<file path="config.mk">
export PLATFORM = sky130hd
export DESIGN_NAME = paddle_motion_ctrl
export DESIGN_NICKNAME = d
export VERILOG_FILES = /design/src/rtl/paddle_motion_ctrl.sv
export SDC_FILE = /design/constraint.sdc
export NUM_CORES = 1
export LEC_CHECK = 0
export CORE_ASPECT_RATIO = 0.7
export CORE_MARGIN = 8
export CORE_UTILIZATION = 54
export CTS_CLUSTER_DIAMETER = 200
export DETAILED_ROUTE_END_ITERATION = 16
export PLACE_DENSITY = 0.8
export SLEW_MARGIN = 10
export SYNTH_ARGS = -nofsm -noshare
export SYNTH_HDL_FRONTEND = slang
export SYNTH_SLANG_ARGS = --single-unit
</file>
<file path="constraint.sdc">
create_clock -name i_clock -period 4.7 [get_ports i_clock]
set_input_delay 0.94 -clock i_clock [delete_from_list [all_inputs] [get_ports i_clock]]
set_output_delay 0.94 -clock i_clock [all_outputs]
set_load 0.01 [all_outputs]
</file>
<file path="src/rtl/paddle_motion_ctrl.sv">
// rtl/paddle_motion_ctrl.sv - per-player paddle position engine with frame-based acceleration
// Optional macro PADDLE_AUTO_TRACK_EN adds i_auto_en/i_target_y ball tracking.
module paddle_motion_ctrl #(
  parameter int COORD_W       = 10,
  parameter int X_INIT        = 0,
  parameter int Y_INIT        = 0,
  parameter int PADDLE_HEIGHT = 64,
  parameter int Y_MIN         = 0,
  parameter int Y_MAX         = 480,
  parameter int MIN_SPEED     = 1,
  parameter int MAX_SPEED     = 6,
  parameter int ACCEL_FRAMES  = 4
) (
  input  logic               i_clock,
  input  logic               i_reset_n,
  input  logic               i_vsync_pulse,
  input  logic               i_move_up,
  input  logic               i_move_down,
`ifdef PADDLE_AUTO_TRACK_EN
  input  logic               i_auto_en,
  input  logic [COORD_W-1:0] i_target_y,
`endif
  output logic [COORD_W-1:0] o_paddle_x,
  output logic [COORD_W-1:0] o_paddle_y,
  output logic [3:0]         o_speed,
  output logic               o_moving,
  output logic               o_at_top,
  output logic               o_at_bottom
);

  localparam int Y_BOT = Y_MAX - PADDLE_HEIGHT;
  localparam int CNT_W = (ACCEL_FRAMES > 1) ? $clog2(ACCEL_FRAMES) : 1;

  localparam logic [COORD_W:0]   Y_MIN_W  = (COORD_W+1)'(Y_MIN);
  localparam logic [COORD_W:0]   Y_BOT_W  = (COORD_W+1)'(Y_BOT);
  localparam logic [COORD_W-1:0] Y_MIN_C  = COORD_W'(Y_MIN);
  localparam logic [COORD_W-1:0] Y_BOT_C  = COORD_W'(Y_BOT);
  localparam logic [COORD_W-1:0] Y_INIT_C = COORD_W'(Y_INIT);
  localparam logic [CNT_W-1:0]   CNT_LAST = CNT_W'(ACCEL_FRAMES - 1);
  localparam logic [3:0]         SPD_MIN  = 4'(MIN_SPEED);
  localparam logic [3:0]         SPD_MAX  = 4'(MAX_SPEED);

  typedef enum logic [1:0] {ST_IDLE, ST_UP, ST_DOWN} state_e;
  typedef enum logic [1:0] {REQ_NONE, REQ_UP, REQ_DOWN} req_e;

  logic               up_meta_q, up_sync_q;
  logic               dn_meta_q, dn_sync_q;
  state_e             state_q, state_d;
  logic [COORD_W-1:0] y_q, y_d;
  logic [3:0]         speed_q, speed_d;
  logic [CNT_W-1:0]   cnt_q, cnt_d;
  req_e               req;
  logic               move;
  logic [3:0]         step;

`ifdef PADDLE_AUTO_TRACK_EN
  localparam int ERR_W = COORD_W + 2;
  localparam logic signed [ERR_W-1:0] ERR_MIN  = ERR_W'(MIN_SPEED);
  localparam logic signed [ERR_W-1:0] HALF_PAD = ERR_W'(PADDLE_HEIGHT / 2);

  logic signed [ERR_W-1:0] err;
  logic [ERR_W-1:0]        abs_e;
  logic [3:0]              step_q, step_d;
`endif

  // Two-flop synchronisers; the FSM only ever looks at the *_sync_q copies.
  always_ff @(posedge i_clock or negedge i_reset_n) begin
    if (!i_reset_n) begin
      up_meta_q <= 1'b0;
      up_sync_q <= 1'b0;
      dn_meta_q <= 1'b0;
      dn_sync_q <= 1'b0;
    end else begin
      up_meta_q <= i_move_up;
      up_sync_q <= up_meta_q;
      dn_meta_q <= i_move_down;
      dn_sync_q <= dn_meta_q;
    end
  end

  always_comb begin
    req = REQ_NONE;
    if (up_sync_q && !dn_sync_q) begin
      req = REQ_UP;
    end else if (dn_sync_q && !up_sync_q) begin
      req = REQ_DOWN;
    end
`ifdef PADDLE_AUTO_TRACK_EN
    err   = $signed({2'b00, i_target_y}) - $signed({2'b00, y_q}) - HALF_PAD;
    abs_e = err[ERR_W-1] ? ERR_W'(-err) : ERR_W'(err);
    if (i_auto_en) begin
      req = REQ_NONE;
      if (err < -ERR_MIN) begin
        req = REQ_UP;
      end else if (err > ERR_MIN) begin
        req = REQ_DOWN;
      end
    end
`endif
  end

  always_comb begin
    state_d = state_q;
    speed_d = speed_q;
    cnt_d   = cnt_q;
    y_d     = y_q;
    move    = 1'b0;
    step    = 4'd0;
    if (i_vsync_pulse) begin
      if (req == REQ_NONE) begin
        state_d = ST_IDLE;
        speed_d = 4'd0;
        cnt_d   = '0;
      end else if ((state_q == ST_UP && req == REQ_UP) ||
                   (state_q == ST_DOWN && req == REQ_DOWN)) begin
        move = 1'b1;
        if (cnt_q == CNT_LAST) begin
          cnt_d = '0;
          if (speed_q < SPD_MAX) begin
            speed_d = speed_q + 4'd1;
          end
        end else begin
          cnt_d = cnt_q + CNT_W'(1);
        end
      end else begin
        // Starting from idle and reversing both restart the ramp.
        state_d = (req == REQ_UP) ? ST_UP : ST_DOWN;
        speed_d = SPD_MIN;
        cnt_d   = '0;
        move    = 1'b1;
      end
    end

    step = speed_d;
`ifdef PADDLE_AUTO_TRACK_EN
    if (i_auto_en && ({{(ERR_W-4){1'b0}}, step} > abs_e)) begin
      step = abs_e[3:0];
    end
`endif

    // Compare in COORD_W+1 bits so a clamp decision never sees a wrapped value.
    if (move) begin
      if (req == REQ_UP) begin
        if ({1'b0, y_q} < Y_MIN_W + (COORD_W+1)'(step)) begin
          y_d = Y_MIN_C;
        end else begin
          y_d = y_q - COORD_W'(step);
        end
      end else begin
        if ({1'b0, y_q} + (COORD_W+1)'(step) > Y_BOT_W) begin
          y_d = Y_BOT_C;
        end else begin
          y_d = y_q + COORD_W'(step);
        end
      end
    end
  end

`ifdef PADDLE_AUTO_TRACK_EN
  always_comb begin
    step_d = step_q;
    if (i_vsync_pulse) begin
      step_d = move ? step : 4'd0;
    end
  end

  always_ff @(posedge i_clock or negedge i_reset_n) begin
    if (!i_reset_n) begin
      step_q <= 4'd0;
    end else begin
      step_q <= step_d;
    end
  end

  assign o_speed = step_q;
`else
  assign o_speed = speed_q;
`endif

  always_ff @(posedge i_clock or negedge i_reset_n) begin
    if (!i_reset_n) begin
      state_q <= ST_IDLE;
      y_q     <= Y_INIT_C;
      speed_q <= 4'd0;
      cnt_q   <= '0;
    end else begin
      state_q <= state_d;
      y_q     <= y_d;
      speed_q <= speed_d;
      cnt_q   <= cnt_d;
    end
  end

  assign o_paddle_x  = COORD_W'(X_INIT);
  assign o_paddle_y  = y_q;
  assign o_moving    = (state_q != ST_IDLE);
  assign o_at_top    = (y_q == Y_MIN_C);
  assign o_at_bottom = (y_q == Y_BOT_C);

endmodule
</file>
Word level (Yosys, flattened, before mapping)
Cells that the tools add are included.
{"block": "classes", "n_lt_le_gt_ge": 3, "eq_ne": 7, "add_sub_neg": 5, "reduce_logical": 11, "n_mux": 18}
{"cell": "10-bit two-way mux", "count": 3}
{"cell": "4-bit two-way mux", "count": 5}
{"cell": "2-bit two-way mux", "count": 8}
{"cell": "10-bit by 4-bit adder with 11-bit output", "count": 1}
{"cell": "11-bit by 9-bit greater-than comparator with 1-bit output (second input constant)", "count": 1}
{"cell": "10-bit by 4-bit adder with 10-bit output", "count": 1}
{"cell": "10-bit by 9-bit equality test with 1-bit output (second input constant)", "count": 1}
{"cell": "10-bit logical NOT", "count": 1}
{"cell": "10-bit by 4-bit < comparator with 1-bit output", "count": 1}
{"cell": "10-bit by 4-bit subtractor with 10-bit output", "count": 1}
{"cell": "2-bit equality test (second input constant)", "count": 3}
{"cell": "4-bit by 1-bit adder with 4-bit output (second input constant)", "count": 1}
{"cell": "2-bit by 1-bit equality test with 1-bit output (second input constant)", "count": 2}
{"cell": "1-bit logical AND", "count": 4}
{"cell": "4-bit by 3-bit < comparator with 1-bit output (second input constant)", "count": 1}
{"cell": "2-bit by 1-bit adder with 2-bit output (second input constant)", "count": 1}
{"cell": "1-bit logical NOT", "count": 2}
{"cell": "2-bit logical NOT", "count": 1}
{"cell": "1-bit two-way mux", "count": 2}
{"cell": "2-bit != test (second input constant)", "count": 1}
{"cell": "2-bit AND reduction", "count": 1}
{"cell": "2-bit nonzero test", "count": 1}
{"cell": "1-bit logical OR", "count": 1}
{"block": "totals", "elab_cells": 52, "input_bits": 5, "register_bits": 22, "out_inout_bits": 27}

Longest topological paths before layout
Gate-level depths: netlist of run 1.
{"block": "logic_depth", "word_depth": 14, "ltp_mapped": 17, "ltp_nobuf": 17}

Least setup slack after synthesis of run 1
No wires, ideal clock.
{"block": "synth_path", "kind": "reg-to-reg", "from": "reg dn_sync_q", "to": "reg y_q[1] (netlist: o_paddle_y[1])", "n_path_buf": 0, "required_ns": 4.621, "setup_ns": 0.079, "slack_ns": 0.800, "synth_period_minus_slack_ns": 3.900, "path_stages_with_launch": 16, "t_arrival_ns": 3.821, "path_cell_list": "dfrtp_1 -> inv_1 -> ha_1 -> nand2_1 -> o21ai_0 -> a21boi_0 -> nor2_1 -> inv_1 -> fa_1 -> nand2b_1 -> a211o_1 -> or3_1 -> a31o_1 -> or4_4 -> a21oi_1 -> a2bb2oi_1"}
{"block": "synth_via", "elab_chain_cells": 13, "elab_cells_between_ends": 24, "classes_between": "3 x add/sub; 2 x order compare; 2 x eq/ne; 10 x mux; 7 x reduce/logical"}
{"element": "start: declaration", "line": "47", "source": "logic dn_meta_q, dn_sync_q;"}
{"element": "start signal: assignment", "line": "77", "source": "dn_sync_q <= dn_meta_q;"}
{"element": "1-bit logical AND or 1-bit logical NOT (tied branches)", "line": "85, 83"}
{"element": "2-bit two-way mux or 1-bit logical AND (tied branches)", "line": "85, 83"}
{"element": "2-bit two-way mux (*)", "line": "83", "source": "if (up_sync_q && !dn_sync_q) begin"}
{"element": "2-bit by 1-bit equality test with 1-bit output or 2-bit equality test (tied branches)", "line": "114, 115"}
{"element": "1-bit logical AND, on equally long branches", "line": "114, 115"}
{"element": "1-bit logical OR", "line": "114", "source": "end else if ((state_q == ST_UP && req == REQ_UP) ||"}
{"element": "4-bit two-way mux", "line": "114"}
{"element": "4-bit two-way mux (*)", "line": "110", "source": "if (req == REQ_NONE) begin"}
{"element": "4-bit two-way mux (*)", "line": "109", "source": "if (i_vsync_pulse) begin"}
{"element": "named net speed_d[1]", "line": "50", "source": "logic [3:0] speed_q, speed_d;"}
{"element": "10-bit by 4-bit adder with 11-bit output", "line": "150", "source": "if ({1'b0, y_q} + (COORD_W+1)'(step) > Y_BOT_W) begin"}
{"element": "11-bit by 9-bit greater-than comparator with 1-bit output", "line": "150"}
{"element": "10-bit two-way mux", "line": "150"}
{"element": "10-bit two-way mux (*)", "line": "143", "source": "if (req == REQ_UP) begin"}
{"element": "end signal: assignment", "line": "188", "source": "y_q <= y_d;"}
{"element": "end: declaration", "line": "49", "source": "logic [COORD_W-1:0] y_q, y_d;"}
The timed path passes the listed nets; every way through them passes the cells marked *.
A chain may end at the register's enable or synchronous reset.

Worst setup path after layout of run 1
{"block": "layout_path", "from": "in i_vsync_pulse", "to": "reg y_q[1] (netlist: o_paddle_y[1])"}
{"block": "layout_via", "elab_chain_cells": 5, "elab_cells_between_ends": 10, "classes_between": "3 x add/sub; 2 x order compare; 5 x mux"}
{"element": "start: declaration", "line": "16", "source": "input logic i_vsync_pulse,"}
{"element": "4-bit two-way mux (*)", "line": "109"}
{"element": "named net speed_d[1]", "line": "50"}
{"element": "10-bit by 4-bit adder with 11-bit output", "line": "150"}
{"element": "11-bit by 9-bit greater-than comparator with 1-bit output", "line": "150"}
{"element": "10-bit two-way mux", "line": "150"}
{"element": "10-bit two-way mux (*)", "line": "143"}
Marks and branches as above.

==> results_dict.tcl, run 1 <==
set metrics [dict create \
    status "complete, no violations" \
    maxSlewViolCount 0 \
    cp.required_ps 4890 \
    dpl.hpwl_um 3730 \
    cts_tree "yes" \
    clk_latency_ps 270 \
    p_sw_uw 374 \
    n_antenna_cell 0 \
    grt_setup_unrepaired "false" \
    io_pins 32 \
    min_path_cells 0 \
    wl_um 4960 \
    grtUsageMet1_pct 24.4 \
    ant_nets 0 \
    fin_nets 276 \
    yosys_register_bits 22 \
    ys_seq_area_share_pct 28.6 \
    drt-wirelength-per-cell_um 16.4 \
    syn2layout_area_growth_pct 15.3 \
    antenna_found_initial 0 \
    drc_errors 0 \
    hold_viol_final 0 \
    die_area_sq_um 5760 \
    worstPathCellList "clkdlybuf4s50_1, buf_4, nand2_1, mux2i_1, nor2_1, inv_1, fa_1, nand2b_1, a21o_1, nor4b_1, a21oi_1, or4_4, a21oi_1, a2bb2oi_1" \
    internal_power_uw 522 \
    tightest_slew_ps 1010 \
    maxCapViolCount 0 \
    reg2reg_to "o_paddle_y[1]" \
    grt_start_max_net_pins 23 \
    setup-violations-final 0 \
    coreArea_sq_um 3470 \
    first_pass_iters 5 \
    peakVddDrop_uv 306 \
    finClkSkew_ps 3.60 \
    synth_edf_count 0 \
    top_usage_layer "met2" \
    relSlewSlack_pct 32.2 \
    grtUsageMet2_pct 26.6 \
    initial_core_util_pct 55.4 \
    yosysUniqueCellTypes 57 \
    synth_ff_type "dfrtp_1" \
    netlist_instances 234 \
    crit_top_cell "a21oi_1" \
    cp.arrival_ps 4590 \
    vias 1807 \
    overflow 0 \
    synth.cell_area_sq_um 1920 \
    viasPerCell 5.98 \
    cts_buffer_depth 2 \
    cts_setup_buffers 0 \
    r2r_setup_slack_ps 470 \
    fp.dieW_um 87.3 \
    clock_sinks 22 \
    critical-path-max-stage-delay_ps 570 \
    ys_warn_count 0 \
    crit_path_max_fanout 5 \
    min_to "dn_sync_q" \
    hold_path_startpoint "dn_meta_q" \
    async_flop_share_pct 100 \
    root_buffer "clkbuf_8" \
    die_h_um 65.9 \
    p_clk_share_pct 20.3 \
    setup-tns-final_ps 0 \
    drt_iter0_drc 346 \
    reg2reg_from "dn_sync_q" \
    combPwrFrac_pct 46.6 \
    grt_use_total_pct 17.6 \
    postCtsResizedCells 0 \
    numCtsBuffers 3 \
    final_core_util_pct 63.9 \
    worst_hold_slack_ps 357 \
    critPathCaptureType "flip-flop" \
    fin_crit_sh_pct 93.6 \
    worstSetupStartpointType "input pin" \
    use_met3_pct 6.08 \
    gp_congestion 0.956 \
    swShare_pct 41.7 \
    final_cell_mix "a21oi_1 (23), dfrtp_1 (22), clkdlybuf4s50_1 (21)" \
    grt_first_pass_wirelength_um 8050 \
    grt_pass1_vias 1631 \
    clkTransAtPathRegs_ps 90 \
    syn_area_per_cell_sq_um 8.22 \
    cts_hold_buf 0 \
    mostFrequentLayoutCell "a21oi_1" \
    cts_max_level 1 \
    seq_power_share_pct 33.2 \
    layout_min_cycle_time_ps 4400 \
    critical_path_class "input pin to flip-flop" \
    hp-class "flip-flop to flip-flop" \
    power.leakage_uw 0.000910 \
    drive_gt1_share_pct 6.35 \
    power_density_nw_per_um2 404 \
    rows 18 \
    worstRegToRegCells 16 \
    port_buffers 21 \
    slowest_stage "nor4b_1" \
    fmax_mhz 227 \
]
-- Yosys cell counts, drive strengths merged (4+ instances only) --
cell	instances	area (sq um)
nor3	9	45.0
nand2	14	52.6
dfrtp	22	551
nand4	4	25.0
buf	14	95.1
nand3	8	40.0
o31ai	4	30.0
ha	16	200
clkbuf	7	26.3
inv	18	67.6
nor2	17	63.8
o21bai	6	45.0
o21ai	14	81.3
a21oi	23	115
-- logic make-up after synthesis --
group | Yosys count | share of synthesized area (%)
buf+inv | 39 | 9.82
simple gates | 74 | 20.0
mux | 4 | 2.21
fa+ha+maj | 18 | 12.5
other cells | 1 | 0.195
xor+xnor | 5 | 2.28
compound gates | 71 | 24.4
flops | 22 | 28.6
-- layer usage --
| layer | vias up | wire length, um |
|---|---|---|
| met4 | 2 | 27 |
| met2 | 92 | 2030 |
| met3 | 6 | 501 |
| met5 | - | 16 |
| li1 | 860 | - |
| met1 | 847 | 2390 |
-- worst max path at each step --
| stage | depth (start not counted) | slack (ps) | to | start |
|---|---|---|---|---|
| CTS | 16 | 450 | o_paddle_y[1] | dn_sync_q |
| detailed placement | 14 | 200 | o_paddle_y[1] | i_vsync_pulse |
| global route | 14 | 60 | o_paddle_y[1] | i_vsync_pulse |
| global placement | 14 | 300 | o_paddle_y[1] | i_vsync_pulse |
| finish | 14 | 300 | o_paddle_y[1] | i_vsync_pulse |
| floorplan | 15 | 800 | o_paddle_y[1] | dn_sync_q |
-- critical path: cells and delay by family --
family,cells,cell delay (ps)
compound gates,4,670
fa+ha+maj,1,450
buf+inv,3,820
mux,1,130
simple gates,5,1560
-- through the flow --
stage | cells | setup WS [ps] | cell area [sq um] | power, uW
5_1_grt | 302 | 59.9 | 2220 | 951
2_1_floorplan | 243 | 800 | 1960 | 551
6_report | 302 | 302 | 2220 | 896
4_1_cts | 302 | 446 | 2220 | 889
3_5_place_dp | 298 | 195 | 2150 | 699
3_3_place_gp | 298 | 297 | 2150 | 690
-- state kept, by name (all words and copies together) (netlist names) --
register,flops
cnt_q,2
dn_meta_q,1
dn_sync_q,1
o_paddle_y,10
o_speed,4
state_q,2
up_meta_q,1
up_sync_q,1
-- power groups by stage --
stage	combinational, uW	sequential (uW)	clock (uW)
6_report	417	297	181
3_3_place_gp	394	295	0
2_1_floorplan	278	273	0
4_1_cts	411	294	184
3_5_place_dp	401	298	0
5_1_grt	456	306	189
-- final cells by class --
cell class	count	area [sq um]
timing repair buffer	26	248
clock buffer	3	41.3
clock inverter	1	30.0
tap	50	62.6
sequential	22	551
fill	303	1250
inverter	18	67.6
multi-input combinational	182	1220
Note: power is estimated with default switching activity, not from simulation.
==> inputs of run 2 (changes only) <==
- ABC_AREA: not set -> 0
- CORE_MARGIN: 8 -> 5
==> results_dict.tcl, run 2 (same netlist as run 1, synthesis figures left out) <==
set metrics [dict create \
    status "complete, no violations" \
    gp_congestion 0.971 \
    root_buffer "clkbuf_8" \
    relSlewSlack_pct 32.2 \
    min_path_cells 0 \
    slowest_stage "o21ai_0" \
    startpoint "dn_sync_q" \
    cts_setup_buffers 0 \
    grt_use_total_pct 20.9 \
    rows 18 \
    grt_pass1_vias 1530 \
    die_h_um 59.9 \
    cts_buffer_depth 2 \
    viasPerCell 6.03 \
    critical-path-max-stage-delay_ps 470 \
    drt-wirelength-per-cell_um 15.8 \
    io_pins 32 \
    largest_reg_flops 10 \
    cts_max_level 1 \
    overflow 0 \
    syn2layout_area_growth_pct 15.3 \
    grt_first_pass_wirelength_um 7700 \
    worstPathCellList "inv_1, ha_1, nand2_1, o21ai_0, a21boi_0, buf_4, nor2_1, inv_1, fa_1, nand2b_1, a21o_1, nor4b_1, a21oi_1, nor3_1, a21oi_1, buf_4, a221o_1" \
    initial_core_util_pct 55.4 \
    cts_tree "yes" \
    power_uw 887 \
    finClkSkew_ps 8.87 \
    drt_iter0_drc 335 \
    cp.required_ps 4850 \
    maxSlewViolCount 0 \
    fin_nets 276 \
    cp.arrival_ps 4520 \
    worstRegToRegCells 17 \
    fmax_mhz 229 \
    dpl.hpwl_um 3550 \
    antenna_found_initial 0 \
    numCtsBuffers 3 \
    crit_path_max_fanout 5 \
    die_area_sq_um 4870 \
    coreArea_sq_um 3470 \
    n_antenna_cell 0 \
    port_buffers 21 \
    fin_crit_sh_pct 93.0 \
    grt_start_max_net_pins 23 \
    clkTransAtPathRegs_ps 80 \
    maxCapViolCount 0 \
    grt_setup_unrepaired "false" \
    power_density_nw_per_um2 400 \
    worstSetupStartpointType "flip-flop" \
    cts_hold_buf 0 \
    setup-violations-final 0 \
    first_pass_iters 5 \
    critPathCaptureType "flip-flop" \
    final_cell_mix "a21oi_1 (23), dfrtp_1 (22), clkdlybuf4s50_1 (21)" \
    reg2reg_from "dn_sync_q" \
    power.leakage_uw 0.000910 \
    mostFrequentLayoutCell "a21oi_1" \
    fp.dieW_um 81.3 \
    hold_viol_final 0 \
    critical_path_class "flip-flop to flip-flop" \
    setup-tns-final_ps 0 \
    tightest_slew_ps 1010 \
    ant_nets 0 \
    clk_latency_ps 270 \
    hp-class "flip-flop to flip-flop" \
    postCtsResizedCells 0 \
    layout_min_cycle_time_ps 4370 \
    clock_sinks 22 \
    peakVddDrop_uv 286 \
    hold_path_startpoint "dn_meta_q" \
    wl_um 4760 \
    drc_errors 0 \
    vias 1821 \
    drive_gt1_share_pct 6.35 \
]
run 2: changes by cell type in the layout (fill, tap and decap cells not counted):
cell     delta
o21ai_0     +1
o21ai_1     -1
run 2: routing by layer:
metal / GRT usage, % / vias to the layer above / share of wire, %
met5: 0 / - / 0
met4: 2.89 / 0 / 1.2
met3: 7.23 / 11 / 12
met2: 27.0 / 118 / 40
met1: 33.1 / 830 / 47
li1: - / 862 / -
run 2: final timing paths:
check / end / slack, ps
worst max-delay path: o_paddle_y[5] / 330
worst min-delay path: dn_sync_q / 360
worst max register to register: o_paddle_y[5] / 330
worst min register to register: dn_sync_q / 360
max in group asynchronous: o_speed[2] / 2870
min in group asynchronous: o_paddle_y[8] / 1220
run 2: per-stage QoR:
stage / cells / hold slack (ps) / worst slack, ps / utilization [%] / instance area (sq um)
floorplan: 243 / 331 / 800 / - / 1960
global placement: 298 / 335 / 291 / 61.9 / 2150
detailed placement: 298 / 340 / 150 / 61.9 / 2150
CTS: 302 / 360 / 390 / 63.9 / 2220
global route: 302 / 374 / 131 / 63.9 / 2220
finish: 302 / 356 / 329 / 63.9 / 2220
run 2: cell type report:
| class | count | area (sq um) |
|---|---|---|
| inverters | 18 | 67.6 |
| well taps | 50 | 62.6 |
| clock buffers | 3 | 41.3 |
| flip-flops and latches | 22 | 551 |
| multi-input cells | 182 | 1220 |
| fillers | 285 | 1250 |
| clock inverters | 1 | 30.0 |
| repair buffers | 26 | 248 |
run 2: critical path, delay by kind of cell (launching register included):
kind	cells	cell delay, ps
DFF	1	400
AOI/OAI and AO/OA	6	1450
and+or+nand+nor	5	1160
adders and majority gates	2	620
buffers and inverters	4	600
run 2: power by group:
part | total [uW] | switching [uW] | internal (uW)
Sequential | 297 | 76.4 | 221
Combinational | 407 | 221 | 186
Clock | 183 | 68.9 | 114
Total | 887 | 366 | 521
